===== src/rtl/mem_arb_pkg.sv =====
// mem_arb_pkg: shared types for the three-way single-port memory arbiter.
// Request bundle layout is common to all three requester slots.
package mem_arb_pkg;

    localparam int ARB_ADDR_W = 32;
    localparam int ARB_DATA_W = 32;

    typedef enum logic {
        ARB_IDLE,
        ARB_WAIT
    } arb_state_t;

    typedef enum logic [1:0] {
        OWN_TOP,
        OWN_LSU,
        OWN_IFU
    } arb_owner_t;

    typedef struct packed {
        logic [ARB_ADDR_W-1:0] addr;
        logic [ARB_DATA_W-1:0] wdata;
        logic [3:0]            wbmask;
        logic                  wen;
    } arb_req_t;

endpackage


===== src/rtl/mem_arb_if.sv =====
// mem_arb_if: requester ports, memory port and error flag of mem_arb.
// slave is the arbiter's view; master is the view of everything around it.
interface mem_arb_if #(
    parameter int ADDR_W = 32,
    parameter int DATA_W = 32
);
    logic              top_reqValid;
    logic              lsu_reqValid;
    logic              ifu_reqValid;
    logic [ADDR_W-1:0] top_addr;
    logic [ADDR_W-1:0] lsu_addr;
    logic [ADDR_W-1:0] ifu_addr;
    logic [DATA_W-1:0] top_wdata;
    logic [DATA_W-1:0] lsu_wdata;
    logic              lsu_wen;
    logic [3:0]        lsu_wbmask;
    logic              top_busy;
    logic              lsu_busy;
    logic              ifu_busy;
    logic              top_respValid;
    logic              lsu_respValid;
    logic              ifu_respValid;
    logic [DATA_W-1:0] lsu_rdata;
    logic [DATA_W-1:0] ifu_rdata;
    logic              mem_reqValid;
    logic              mem_wen;
    logic [3:0]        mem_wbmask;
    logic [ADDR_W-1:0] mem_addr;
    logic [DATA_W-1:0] mem_wdata;
    logic              mem_busy;
    logic              mem_respValid;
    logic [DATA_W-1:0] mem_rdata;
    logic              arb_err;

    modport slave (
        input  top_reqValid, lsu_reqValid, ifu_reqValid,
        input  top_addr, lsu_addr, ifu_addr,
        input  top_wdata, lsu_wdata, lsu_wen, lsu_wbmask,
        output top_busy, lsu_busy, ifu_busy,
        output top_respValid, lsu_respValid, ifu_respValid,
        output lsu_rdata, ifu_rdata,
        output mem_reqValid, mem_wen, mem_wbmask,
        output mem_addr, mem_wdata,
        input  mem_busy, mem_respValid, mem_rdata,
        output arb_err
    );

    modport master (
        output top_reqValid, lsu_reqValid, ifu_reqValid,
        output top_addr, lsu_addr, ifu_addr,
        output top_wdata, lsu_wdata, lsu_wen, lsu_wbmask,
        input  top_busy, lsu_busy, ifu_busy,
        input  top_respValid, lsu_respValid, ifu_respValid,
        input  lsu_rdata, ifu_rdata,
        input  mem_reqValid, mem_wen, mem_wbmask,
        input  mem_addr, mem_wdata,
        output mem_busy, mem_respValid, mem_rdata,
        input  arb_err
    );

endinterface


===== src/rtl/mem_arb_slot.sv =====
// mem_arb_slot: single-entry request buffer for one requester.
// A request is taken only while the slot is empty; clear frees it.
module mem_arb_slot
    import mem_arb_pkg::*;
(
    input  logic     clock,
    input  logic     reset,
    input  logic     req_valid,
    input  arb_req_t req_in,
    input  logic     clear,
    output logic     valid,
    output arb_req_t entry
);

    always_ff @(posedge clock) begin
        if (reset) begin
            valid <= 1'b0;
            entry <= '0;
        end else if (clear) begin
            valid <= 1'b0;
        end else if (req_valid && !valid) begin
            valid <= 1'b1;
            entry <= req_in;
        end
    end

endmodule


===== src/rtl/mem_arb.sv =====
// mem_arb: shares one memory port between the loader, LSU and IFU.
// One transaction in flight; the response is steered back to its owner.
module mem_arb
    import mem_arb_pkg::*;
#(
    parameter int ADDR_W         = ARB_ADDR_W,
    parameter int DATA_W         = ARB_DATA_W,
    parameter int MAX_LSU_STREAK = 4,
    parameter int TIMEOUT        = 255
) (
    input logic      clock,
    input logic      reset,
    mem_arb_if.slave bus
);

    localparam int CNT_W = $clog2(TIMEOUT + 1);
    localparam int STK_W = $clog2(MAX_LSU_STREAK + 1);

    arb_state_t       state;
    arb_owner_t       owner;
    arb_owner_t       win;
    logic [CNT_W-1:0] wait_cnt;
    logic [STK_W-1:0] streak;
    logic             err_q;

    arb_req_t top_in, lsu_in, ifu_in;
    arb_req_t top_q, lsu_q, ifu_q, win_req;
    logic     top_v, lsu_v, ifu_v;
    logic     lsu_blocked, g_top, g_lsu, g_ifu;
    logic     issue, timed_out, done;
    logic     top_done, lsu_done, ifu_done;
    logic [DATA_W-1:0] resp_data;

    assign top_in = '{addr:   ARB_ADDR_W'(bus.top_addr),
                      wdata:  ARB_DATA_W'(bus.top_wdata),
                      wbmask: 4'b1111,
                      wen:    1'b1};
    assign lsu_in = '{addr:   ARB_ADDR_W'(bus.lsu_addr),
                      wdata:  ARB_DATA_W'(bus.lsu_wdata),
                      wbmask: bus.lsu_wbmask,
                      wen:    bus.lsu_wen};
    assign ifu_in = '{addr:   ARB_ADDR_W'(bus.ifu_addr),
                      wdata:  '0,
                      wbmask: 4'b0000,
                      wen:    1'b0};

    mem_arb_slot u_top (
        .clock,
        .reset,
        .req_valid (bus.top_reqValid),
        .req_in    (top_in),
        .clear     (top_done),
        .valid     (top_v),
        .entry     (top_q)
    );

    mem_arb_slot u_lsu (
        .clock,
        .reset,
        .req_valid (bus.lsu_reqValid),
        .req_in    (lsu_in),
        .clear     (lsu_done),
        .valid     (lsu_v),
        .entry     (lsu_q)
    );

    mem_arb_slot u_ifu (
        .clock,
        .reset,
        .req_valid (bus.ifu_reqValid),
        .req_in    (ifu_in),
        .clear     (ifu_done),
        .valid     (ifu_v),
        .entry     (ifu_q)
    );

    // LSU yields to a waiting IFU once it has used up its streak
    assign lsu_blocked = ifu_v && (streak == STK_W'(MAX_LSU_STREAK));
    assign g_top = top_v;
    assign g_lsu = !top_v && lsu_v && !lsu_blocked;
    assign g_ifu = !top_v && !g_lsu && ifu_v;

    assign issue = !reset && (state == ARB_IDLE) && !bus.mem_busy
                   && (top_v || lsu_v || ifu_v);

    always_comb begin
        win     = OWN_TOP;
        win_req = '0;
        unique case (1'b1)
            g_top: begin
                win     = OWN_TOP;
                win_req = top_q;
            end
            g_lsu: begin
                win     = OWN_LSU;
                win_req = lsu_q;
            end
            g_ifu: begin
                win     = OWN_IFU;
                win_req = ifu_q;
            end
            default: ;
        endcase
    end

    // a real response in the last wait cycle beats the timeout
    assign timed_out = (state == ARB_WAIT) && !bus.mem_respValid
                       && (wait_cnt == CNT_W'(TIMEOUT - 1));
    assign done = !reset && (state == ARB_WAIT)
                  && (bus.mem_respValid || timed_out);
    assign resp_data = timed_out ? '1 : bus.mem_rdata;

    assign top_done = done && (owner == OWN_TOP);
    assign lsu_done = done && (owner == OWN_LSU);
    assign ifu_done = done && (owner == OWN_IFU);

    assign bus.top_busy      = top_v;
    assign bus.lsu_busy      = lsu_v;
    assign bus.ifu_busy      = ifu_v;
    assign bus.top_respValid = top_done;
    assign bus.lsu_respValid = lsu_done;
    assign bus.ifu_respValid = ifu_done;
    assign bus.lsu_rdata     = lsu_done ? resp_data : '0;
    assign bus.ifu_rdata     = ifu_done ? resp_data : '0;

    assign bus.mem_reqValid = issue;
    assign bus.mem_wen      = issue && win_req.wen;
    assign bus.mem_wbmask   = issue ? win_req.wbmask : 4'b0000;
    assign bus.mem_addr     = issue ? ADDR_W'(win_req.addr) : '0;
    assign bus.mem_wdata    = issue ? DATA_W'(win_req.wdata) : '0;
    assign bus.arb_err      = err_q;

    always_ff @(posedge clock) begin
        if (reset) begin
            state    <= ARB_IDLE;
            owner    <= OWN_TOP;
            wait_cnt <= '0;
            streak   <= '0;
            err_q    <= 1'b0;
        end else begin
            unique case (state)
                ARB_IDLE: begin
                    if (issue) begin
                        state    <= ARB_WAIT;
                        owner    <= win;
                        wait_cnt <= '0;
                    end
                end
                ARB_WAIT: begin
                    if (done) state <= ARB_IDLE;
                    else      wait_cnt <= wait_cnt + 1'b1;
                end
            endcase
            if (timed_out) err_q <= 1'b1;
            if (!ifu_v || (issue && g_ifu)) streak <= '0;
            else if (issue && g_lsu)        streak <= streak + 1'b1;
        end
    end

endmodule


===== src/flat_wrapper.sv =====
// flat-port wrapper written by rule: the top's interface ports become plain ports
module mem_arb_flat import mem_arb_pkg::*;
#(
    parameter int ADDR_W         = ARB_ADDR_W,
    parameter int DATA_W         = ARB_DATA_W,
    parameter int MAX_LSU_STREAK = 4,
    parameter int TIMEOUT        = 255
)
  (clock, reset, bus_top_reqValid, bus_lsu_reqValid, bus_ifu_reqValid, bus_top_addr, bus_lsu_addr, bus_ifu_addr, bus_top_wdata, bus_lsu_wdata, bus_lsu_wen, bus_lsu_wbmask, bus_top_busy, bus_lsu_busy, bus_ifu_busy, bus_top_respValid, bus_lsu_respValid, bus_ifu_respValid, bus_lsu_rdata, bus_ifu_rdata, bus_mem_reqValid, bus_mem_wen, bus_mem_wbmask, bus_mem_addr, bus_mem_wdata, bus_mem_busy, bus_mem_respValid, bus_mem_rdata, bus_arb_err);
  mem_arb_if #(.ADDR_W(ADDR_W), .DATA_W(DATA_W)) bus_i ();
  input logic clock;
  input logic reset;
  input wire logic [$bits(bus_i.top_reqValid)-1:0] bus_top_reqValid;
  input wire logic [$bits(bus_i.lsu_reqValid)-1:0] bus_lsu_reqValid;
  input wire logic [$bits(bus_i.ifu_reqValid)-1:0] bus_ifu_reqValid;
  input wire logic [$bits(bus_i.top_addr)-1:0] bus_top_addr;
  input wire logic [$bits(bus_i.lsu_addr)-1:0] bus_lsu_addr;
  input wire logic [$bits(bus_i.ifu_addr)-1:0] bus_ifu_addr;
  input wire logic [$bits(bus_i.top_wdata)-1:0] bus_top_wdata;
  input wire logic [$bits(bus_i.lsu_wdata)-1:0] bus_lsu_wdata;
  input wire logic [$bits(bus_i.lsu_wen)-1:0] bus_lsu_wen;
  input wire logic [$bits(bus_i.lsu_wbmask)-1:0] bus_lsu_wbmask;
  output wire logic [$bits(bus_i.top_busy)-1:0] bus_top_busy;
  output wire logic [$bits(bus_i.lsu_busy)-1:0] bus_lsu_busy;
  output wire logic [$bits(bus_i.ifu_busy)-1:0] bus_ifu_busy;
  output wire logic [$bits(bus_i.top_respValid)-1:0] bus_top_respValid;
  output wire logic [$bits(bus_i.lsu_respValid)-1:0] bus_lsu_respValid;
  output wire logic [$bits(bus_i.ifu_respValid)-1:0] bus_ifu_respValid;
  output wire logic [$bits(bus_i.lsu_rdata)-1:0] bus_lsu_rdata;
  output wire logic [$bits(bus_i.ifu_rdata)-1:0] bus_ifu_rdata;
  output wire logic [$bits(bus_i.mem_reqValid)-1:0] bus_mem_reqValid;
  output wire logic [$bits(bus_i.mem_wen)-1:0] bus_mem_wen;
  output wire logic [$bits(bus_i.mem_wbmask)-1:0] bus_mem_wbmask;
  output wire logic [$bits(bus_i.mem_addr)-1:0] bus_mem_addr;
  output wire logic [$bits(bus_i.mem_wdata)-1:0] bus_mem_wdata;
  input wire logic [$bits(bus_i.mem_busy)-1:0] bus_mem_busy;
  input wire logic [$bits(bus_i.mem_respValid)-1:0] bus_mem_respValid;
  input wire logic [$bits(bus_i.mem_rdata)-1:0] bus_mem_rdata;
  output wire logic [$bits(bus_i.arb_err)-1:0] bus_arb_err;
  assign bus_i.top_reqValid = bus_top_reqValid;
  assign bus_i.lsu_reqValid = bus_lsu_reqValid;
  assign bus_i.ifu_reqValid = bus_ifu_reqValid;
  assign bus_i.top_addr = bus_top_addr;
  assign bus_i.lsu_addr = bus_lsu_addr;
  assign bus_i.ifu_addr = bus_ifu_addr;
  assign bus_i.top_wdata = bus_top_wdata;
  assign bus_i.lsu_wdata = bus_lsu_wdata;
  assign bus_i.lsu_wen = bus_lsu_wen;
  assign bus_i.lsu_wbmask = bus_lsu_wbmask;
  assign bus_top_busy = bus_i.top_busy;
  assign bus_lsu_busy = bus_i.lsu_busy;
  assign bus_ifu_busy = bus_i.ifu_busy;
  assign bus_top_respValid = bus_i.top_respValid;
  assign bus_lsu_respValid = bus_i.lsu_respValid;
  assign bus_ifu_respValid = bus_i.ifu_respValid;
  assign bus_lsu_rdata = bus_i.lsu_rdata;
  assign bus_ifu_rdata = bus_i.ifu_rdata;
  assign bus_mem_reqValid = bus_i.mem_reqValid;
  assign bus_mem_wen = bus_i.mem_wen;
  assign bus_mem_wbmask = bus_i.mem_wbmask;
  assign bus_mem_addr = bus_i.mem_addr;
  assign bus_mem_wdata = bus_i.mem_wdata;
  assign bus_i.mem_busy = bus_mem_busy;
  assign bus_i.mem_respValid = bus_mem_respValid;
  assign bus_i.mem_rdata = bus_mem_rdata;
  assign bus_arb_err = bus_i.arb_err;
  mem_arb #(.ADDR_W(ADDR_W), .DATA_W(DATA_W), .MAX_LSU_STREAK(MAX_LSU_STREAK), .TIMEOUT(TIMEOUT)) u_core (.clock(clock), .reset(reset), .bus(bus_i));
endmodule

===== config.mk =====
export PLATFORM = sky130hd
export DESIGN_NAME = mem_arb_flat
export DESIGN_NICKNAME = d
export VERILOG_FILES = /design/src/rtl/mem_arb_pkg.sv /design/src/rtl/mem_arb_if.sv /design/src/rtl/mem_arb_slot.sv /design/src/rtl/mem_arb.sv /design/src/flat_wrapper.sv
export SDC_FILE = /design/constraint.sdc
export NUM_CORES = 1
export LEC_CHECK = 0
export BUFFER_PORTS_ARGS = -buffer_cell sky130_fd_sc_hd__buf_4
export CAP_MARGIN = 20
export CORE_MARGIN = 4
export CORE_UTILIZATION = 50
export DETAILED_ROUTE_END_ITERATION = 10
export PLACE_DENSITY = 0.88
export SETUP_SLACK_MARGIN = 0.2
export SYNTH_ARGS = -nofsm -noshare
export SYNTH_HDL_FRONTEND = slang
export SYNTH_SLANG_ARGS = --single-unit

===== constraint.sdc =====
create_clock -name clock -period 2.35 [get_ports clock]
set_input_delay 0.1175 -clock clock [delete_from_list [all_inputs] [get_ports clock]]
set_output_delay 0.1175 -clock clock [all_outputs]
set_load 0.02 [all_outputs]

Word-level counts from Yosys, hierarchy flattened
Cells that the tools add are included.
- $add $sub $neg: 2
- multipliers: 0
- div/mod/pow operators: 0
- magnitude comparators: 0
- equality and inequality tests: 6
- shift-type cells: 0
- muxes and demuxes: 14
- bitwise logic cells: 4
- reduce and logical (&&, ||, !) cells: 43
- operators with widths (operator ; count):
    $pmux W69 S3 ; 1
    $mux W32 ; 5
    $logic_and A1 B1 Y1 ; 21
    $mux W8 ; 2
    $pmux W8 S2 ; 1
    $reduce_and A2 Y1 ; 5
    $add A8 B1 Y8 const B ; 1
    $eq A8 B8 Y1 const B ; 1
    $logic_not A1 Y1 ; 8
    $reduce_or A2 Y1 ; 4
    $logic_or A1 B1 Y1 ; 4
    $mux W4 ; 1
    $not A1 Y1 ; 4
    $pmux W2 S2 ; 1
    $add A3 B1 Y3 const B ; 1
    $eq A3 B3 Y1 const B ; 1
    $eq A2 B1 Y1 const B ; 1
    $eq A2 B2 Y1 const B ; 1
    $logic_not A2 Y1 ; 1
    $mux W1 ; 2
    $ne A2 B1 Y1 const B ; 1
    $ne A2 B2 Y1 const B ; 1
    $pmux W1 S2 ; 1
- register bits: 185
- bits in latches: 0
- memory bits (writable): 0
- ROM bits: 0
- output and inout port bits: 141
- logic and storage cells: 86
- memories kept: 0

Logic depth before layout (Yosys ltp)
Gate-level depths: netlist of the first run.
- word-level depth: 10
- gate-level depth with buffers: 9
- gate-level depth less buffers: 6

Cells and area by module
From an unflattened synthesis of the first run, not the netlist that was laid out.
- cells, all modules: 1327
- area total of the unflattened synthesis: 12062.8 µm²
- modules (own cells, without submodules) (module ; times used ; cells an instance ; area an instance (µm²)):
    mem_arb_slot ; 3 ; 303 ; 3113.0
    mem_arb ; 1 ; 418 ; 2723.9

Least setup slack after synthesis of the first run
OpenSTA, ideal clock, no wires.
- kind: register to register
- start: register u_core.wait_cnt[0]
- end: register u_core.u_lsu.entry[10] (netlist name)
- arrival: 1.848 ns
- data required time: 2.278 ns
- setup slack: 0.431 ns
- cell stages (with the launch flop): 10
- buffers on the path: 3
- clock period less this slack: 1.919 ns
- cells stage by stage: dfxtp_1 -> inv_1 -> ha_1 -> and4_2 -> a21o_1 -> a21oi_1 -> buf_2 -> buf_6 -> buf_6 -> mux2i_1
- cells in the longest elaborated chain, start to end: 7
- ends and longest elaborated chain (what ; line ; RTL):
    from (decl) ; mem_arb.sv:22 ; logic [CNT_W-1:0] wait_cnt;
    from (signal assigned) ; mem_arb.sv:151 ; else wait_cnt <= wait_cnt + 1'b1;
    $eq A8 B8 Y1 ; mem_arb.sv:108 ; && (wait_cnt == CNT_W'(TIMEOUT - 1));
    $logic_and A1 B1 Y1 ; mem_arb.sv:108 ;
    $logic_or A1 B1 Y1 ; mem_arb.sv:110 ; && (bus.mem_respValid || timed_out);
    $logic_and A1 B1 Y1 ; mem_arb.sv:110 ;
    $logic_and A1 B1 Y1 ; mem_arb.sv:114 ; assign lsu_done = done && (owner == OWN_LSU);
    $not A1 Y1 (no source line) ; n/a ;
    $reduce_and A2 Y1 (no source line) ; n/a ;
    to (signal assigned) ; mem_arb_slot.sv:23 ; entry <= req_in;
    to (decl) ; mem_arb_slot.sv:12 ; output arb_req_t entry
No other way between the ends.
A chain may end at the register's enable or synchronous reset.

Final worst setup path of the first run
- start: register u_core.streak[1]
- end: output port bus_mem_addr[5]
- cells in the longest elaborated chain, start to end: 9
- ends and longest elaborated chain (what ; line ; RTL):
    from (decl) ; mem_arb.sv:23 ; logic [STK_W-1:0] streak;
    from (signal assigned) ; mem_arb.sv:156 ; else if (issue && g_lsu) streak <= streak + 1'b1;
    $eq A3 B3 Y1 * ; mem_arb.sv:78 ; assign lsu_blocked = ifu_v && (streak == STK_W'(MAX_LSU_STREAK));
    $logic_and A1 B1 Y1 * ; mem_arb.sv:78 ;
    $logic_not A1 Y1 * ; mem_arb.sv:80 ; assign g_lsu = !top_v && lsu_v && !lsu_blocked;
    $logic_and A1 B1 Y1 * ; mem_arb.sv:80 ;
    $logic_not A1 Y1 ; mem_arb.sv:81 ; assign g_ifu = !top_v && !g_lsu && ifu_v;
    $logic_and A1 B1 Y1 (2 in a row) ; mem_arb.sv:81 ;
    $pmux W69 S3 * ; mem_arb.sv:89 ; unique case (1'b1)
    $mux W32 * ; mem_arb.sv:129 ; assign bus.mem_addr = issue ? ADDR_W'(win_req.addr) : '0;
    to (decl) ; flat_wrapper.sv:34 ; output wire logic [$bits(bus_i.mem_addr)-1:0] bus_mem_addr;
Mark *: on every way between the ends. The rest lies on a longest branch, timed or not.

==> run metrics, run 1 <==
RSZ-0062 raised after global routing true; commonest non-fill, non-tap cells in the layout nand2_1 (339), buf_4 (280), dfxtp_1 (178); Die W 142 um; #FFs+latches synth 184; worst relative slew slack 0.590; Row Count 48; Post-Syn Area per Cell 8.48 um2; clock transition at the registers of the reported paths 0.07 ns; post-synthesis sequential area ratio 0.408; Critical Path RT 2.23 ns; DRT iter0 DRCs 1306; CP max-delay cell a222oi_1; Leak Pwr 7.10 nW; failing checks setup timing; worst setup margin -0.0340 ns; initial antenna violation count 7; VDD IR max 0.000552 V; via count 11200; final instance area 15500 um2; routability cong. 0.845; remaining antenna violation count 0; # setup viols final 3; routed wire length 45500 um; Overall Global Routing Usage 0.377; Worst Tran Pin Value 0.615 ns; nets 1783; Syn-to-layout area delta 72.1%; grt total ovfl 0; Max-Cap Viols 0; critical path type reg -> out; CTS max path bufs 2; Synth Warn # 0; die area 20300 um2; fillcell total 704; CP bufs+invs 6; first-pass GRT wire length 59700 um; I/O pin cnt 345; core area 17500 um2; chip height 142 um; clock sinks 184; Worst setup EP type primary output; Slowest Stage Delay on Critical Path 0.38 ns; register area 3690 um2; Remaining DRCs 0; crit-path max FO 8; Startpoint Class register; mapped cell area 9030 um2; Tcrit/Tclk final 1.01; First-pass DRT Iterations 8; Clock Skew 0.0149 ns; status complete, but fails checks; Arr. time, crit path 2.27 ns; min-delay worst type in -> reg; number of global-route vias before repair 11213; most used cell, CP buf_6; largest net degree at the start of global routing 107; Num CTS Buffers 17; CTS tree done; Gate Count Post-Synth 1065; Detailed Place HPWL 20100 um; clk_lat worst skew 0.44 ns; delay-heaviest family, CP buffers and inverters; CTS root buffer clkbuf_16; Initial Util 0.517; H-tree Lvls 4; synth unique cells 51; Final Hold Viols 0; multi-input logic area 5290 um2; Tmin final 2.38 ns; Vias per Instance 6.16; Core Util, Final 0.889; WL/cell 25.0 um; count of pins over their slew limit 0; most common cell after layout, fill and taps aside nand2_1; Placed Area 11800 um2; syn_nets 1273; PD cells 513 nW/um2; share of cells above drive strength 1 0.334; Max Clock Freq 0.419 GHz; I/O Buffers 344; CP cell instances inv_2 > ha_4 > nand3_4 > a2111oi_4 > buf_6 > buf_12 > buf_16 > a222oi_1 > inv_1 > buf_6
## sequential cells by signal (all words and copies together) (netlist names)
| signal | count |
|---|---|
| u_core.u_top.entry | 65 |
| u_core.owner | 2 |
| u_core.wait_cnt | 8 |
| u_core.u_lsu.valid | 1 |
| u_core.streak | 3 |
| u_core.state | 1 |
| u_core.bus.arb_err | 1 |
| u_core.u_lsu.entry | 69 |
| u_core.u_ifu.entry | 32 |
| u_core.u_ifu.valid | 1 |
| u_core.u_top.valid | 1 |
## stage by stage
step,setup WS (ns),TNS (ns),total power [mW],hold slack [ns],std cells
after detailed placement,0.0438,0,4.55,0.381,1568
final,-0.0340,-0.0723,7.97,0.0857,1819
after global placement,0.142,0,4.52,0.377,1568
after CTS,0.0437,0,7.71,0.0620,1795
after floorplan,0.431,0,4.06,0.260,1065
after global routing,-0.0757,-0.580,8.17,0.0923,1818
## metal layers
metal	part of all wire	GRT usage	vias up
met5	0.00035	0	-
met4	0.099	0.317	2
met3	0.11	0.103	350
met2	0.48	0.667	940
met1	0.31	0.361	5220
li1	-	-	4688
## cell type report
type / count / area share
Tap cell: 225 / 0.0181
Timing Repair Buffer: 576 / 0.358
Clock inverter: 12 / 0.00910
Clock buffer: 20 / 0.0294
Multi-Input combinational cell: 775 / 0.341
Antenna cell: 6 / 0.000966
Sequential cell: 184 / 0.238
Inverter: 21 / 0.00556
## cell families after synthesis
| family | count (synthesis) | share of synthesized area |
|---|---|---|
| compound gates | 177 | 0.151 |
| flops | 184 | 0.408 |
| mux | 166 | 0.184 |
| xor+xnor | 1 | 0.000970 |
| fa+ha+maj | 4 | 0.00554 |
| simple gates | 418 | 0.185 |
| buf+inv | 115 | 0.0651 |
## report_power, final
group | switching, mW | internal [mW] | leakage (nW) | total, mW
Clock | 1.34 | 1.64 | 0.293 | 2.98
Combinational | 0.755 | 0.772 | 5.30 | 1.53
Sequential | 0.152 | 3.31 | 1.51 | 3.46
## cells in the mapped netlist, drive strengths merged
library cell,n,area [um2]
a22o,32,280
a222oi,12,120
nand2b,6,37.5
o311ai,1,8.76
inv,21,78.8
and4,2,18.8
a31oi,1,6.26
or3,3,18.8
o221a,1,11.3
mux2i,165,1650
or4,3,22.5
nand3b,1,7.51
and2,2,12.5
o21ai,22,110
and3,2,12.5
a2111oi,1,27.5
xnor2,1,8.76
nor2,12,47.6
a21oi,12,71.3
nand2,368,1380
mux2,1,11.3
a41oi,1,8.76
nor3b,1,7.51
a311oi,2,17.5
nand4b,1,8.76
nor4,1,6.26
a211oi,1,7.51
o311a,1,10.0
ha,4,50.1
and4b,1,10.0
clkbuf,48,180
a32oi,1,8.76
o21a,65,488
a21o,2,15.0
nand4,2,12.5
nor3,6,35.0
a22oi,20,150
o2111ai,1,8.76
buf,46,329
dfxtp,184,3680
a41o,1,10.0
nand3,7,35.0
## timing repair
item / 4_1_cts / 5_1_grt
resized for setup: 73 / 149
hold buffers: 168 / 0
cloned: 12 / 10
buffers inserted: 15 / 8
hold endpoints to repair: 168 / 0
pin swaps: 23 / 28
setup endpoints to repair: 136 / 123
## worst reg2reg max path, delay by kind of cell, from the launching register on
family,cells,cell delay [ns]
compound gates,2,0.48
fa+ha+maj,1,0.15
buf+inv,3,0.51
flops,1,0.34
mux,1,0.38
simple gates,1,0.19
## path summary, 6_finish.rpt
| check | start | end | slack, ns | cells after the start |
|---|---|---|---|---|
| worst max-delay path | u_core.streak[1] | bus_mem_addr[5] | -0.03 | 10 |
| worst min-delay path | reset | u_core.wait_cnt[7] | 0.09 | 2 |
| worst max register to register | u_core.wait_cnt[0] | u_core.u_ifu.entry[57] | 0.21 | 8 |
| worst min register to register | u_core.u_top.entry[54] | u_core.u_top.entry[54] | 0.46 | 2 |
No activity file was read; power rests on OpenSTA's default activity.
==> inputs of run 2 (changes only) <==
--- a/config.mk
+++ b/config.mk
@@ -8,9 +8,10 @@
 export BUFFER_PORTS_ARGS = -buffer_cell sky130_fd_sc_hd__buf_4
 export CAP_MARGIN = 20
 export CORE_MARGIN = 4
-export CORE_UTILIZATION = 50
+export CORE_UTILIZATION = 51
+export CTS_BUF_LIST = sky130_fd_sc_hd__clkbuf_2 sky130_fd_sc_hd__clkbuf_4 sky130_fd_sc_hd__clkbuf_8
 export DETAILED_ROUTE_END_ITERATION = 10
-export PLACE_DENSITY = 0.88
+export PLACE_DENSITY = 0.9
 export SETUP_SLACK_MARGIN = 0.2
 export SYNTH_ARGS = -nofsm -noshare
 export SYNTH_HDL_FRONTEND = slang
==> run metrics, run 2 (same netlist as run 1, synthesis figures left out) <==
commonest non-fill, non-tap cells in the layout nand2_1 (349), buf_4 (265), dfxtp_1 (176); H-tree Lvls 4 (unchanged); hold_ws 0.155 ns (+0.0697 ns); Startpoint Class register; grt total ovfl 0 (unchanged); CTS root buffer clkbuf_8; count of pins over their slew limit 0 (unchanged); CTS max path bufs 2 (unchanged); Critical Path RT 2.23 ns (about the same); status complete, but fails checks; I/O pin cnt 345 (unchanged); Max Clock Freq 0.385 GHz (-8.1%); Worst Tran Pin Value 0.584 ns (-0.0310 ns); Row Count 48 (unchanged); Overall Global Routing Usage 0.408 (+0.0317); VDD IR max 0.000400 V (-28%); DRT iter0 DRCs 1576 (+21%); Power Total 7.18 mW (-10%); routed wire length 50100 um (+10%); worst setup margin -0.244 ns (-0.210 ns); Detailed Place HPWL 19900 um (-1.1%); WL/cell 27.2 um (+8.8%); Initial Util 0.522 (+0.00538); min-delay worst type in -> reg; die area 19900 um2 (-1.9%); Leak Pwr 7.14 nW (+0.55%); critical path type reg -> out; clk_lat worst skew 0.48 ns (+0.04 ns); Worst setup EP type primary output; failing checks setup timing; Clock Skew 0.0193 ns (+0.00447 ns); chip height 141 um (-0.93%); Syn-to-layout area delta 74.4%; Tmin final 2.59 ns (+0.210 ns); most common cell after layout, fill and taps aside nand2_1; Num CTS Buffers 17 (unchanged); PD cells 456 nW/um2 (-11%); crit-path max FO 8 (unchanged); first-pass GRT wire length 63500 um (+6.3%); worst relative slew slack 0.606 (+0.0157); biggest regs u_core.u_lsu.entry (69), u_core.u_top.entry (65), u_core.u_ifu.entry (32); I/O Buffers 344 (unchanged); max reg flops 69 (unchanged); Final Hold Viols 0 (unchanged); clock transition at the registers of the reported paths 0.09 ns (+0.02 ns); Remaining DRCs 0 (unchanged); First-pass DRT Iterations 9 (+1); via count 11838 (+5.7%); setup TNS -6.58 ns (-6.51 ns); Vias per Instance 6.43 (+4.4%); Largest Register u_core.u_lsu.entry; CTS tree done; Die W 141 um (-0.93%); core area 17300 um2 (-1.0%); initial antenna violation count 5 (-2); Arr. time, crit path 2.48 ns (+0.21 ns); RSZ-0062 raised after global routing true; nets 1807 (+1.3%); remaining antenna violation count 0 (unchanged); number of global-route vias before repair 11703 (+4.4%); Max-Cap Viols 0 (unchanged); Tcrit/Tclk final 1.10 (+0.0895); largest net degree at the start of global routing 81 (-24%); routability cong. 0.870 (+3.0%); share of cells above drive strength 1 0.347 (+0.0130); clock sinks 184 (unchanged); # setup viols final 73 (+70)
[run 2: per-layer routing]
metal  vias up  routed length [um]  global-route usage
met5         -                  55                   0
met4         8                5870               0.364
met3       514                6080               0.119
met2      1189               23100               0.704
met1      5402               14900               0.393
li1       4725                   -                   -
[run 2: repair_timing]
| item | CTS | global route |
|---|---|---|
| cloned | 15 | 6 |
| hold buffers | 170 | 0 |
| setup buffers | 33 | 15 |
| gates resized for setup | 102 | 159 |
| pin swaps | 18 | 25 |
| endpoints found under the hold margin | 175 | 0 |
| setup endpoints to repair | 136 | 166 |
[run 2: cell type report]
class	count	area, um2
Antenna cell	5	12.5
Clock buffer	20	269
Clock inverter	12	91.3
Fill cell	605	1550
Inverter	21	86.3
Multi-Input combinational cell	769	5260
Sequential cell	184	3700
Tap cell	225	282
Timing Repair Buffer	606	6050
[run 2: per-stage QoR]
stage	area, um2	setup WS [ns]	cells	util
after floorplan	9030	0.431	1065	-
after global placement	11800	0.101	1566	0.681
after detailed placement	11800	-0.0465	1566	0.681
after CTS	14800	0.0120	1816	0.855
after global routing	15700	-0.342	1839	0.910
final	15700	-0.244	1842	0.910
[run 2: worst paths after layout]
| path | slack, ns | startpoint | end | depth (start not counted) |
|---|---|---|---|---|
| setup / recovery | -0.24 | u_core.wait_cnt[5] | bus_ifu_rdata[16] | 8 |
| hold reg to reg | 0.47 | u_core.u_lsu.entry[38] | u_core.u_lsu.entry[38] | 2 |
| setup reg to reg | 0.04 | u_core.wait_cnt[5] | u_core.u_ifu.entry[56] | 9 |
| hold / removal | 0.16 | bus_mem_busy | u_core.streak[2] | 5 |
[run 2: power breakdown]
group	leakage [nW]	internal, mW	total, mW	switching (mW)
registers	1.51	3.31	3.48	0.166
clock network	0.178	0.815	2.08	1.26
logic	5.45	0.812	1.62	0.809
[run 2: critical path, stage by stage (launching register included)]
cell,delay [ns]
dfxtp_1,0.54
and4_4,0.33
buf_6,0.11
a21oi_4,0.07
buf_12,0.14
nor3_4,0.20
buf_6,0.19
o21a_1,0.27
buf_6,0.16
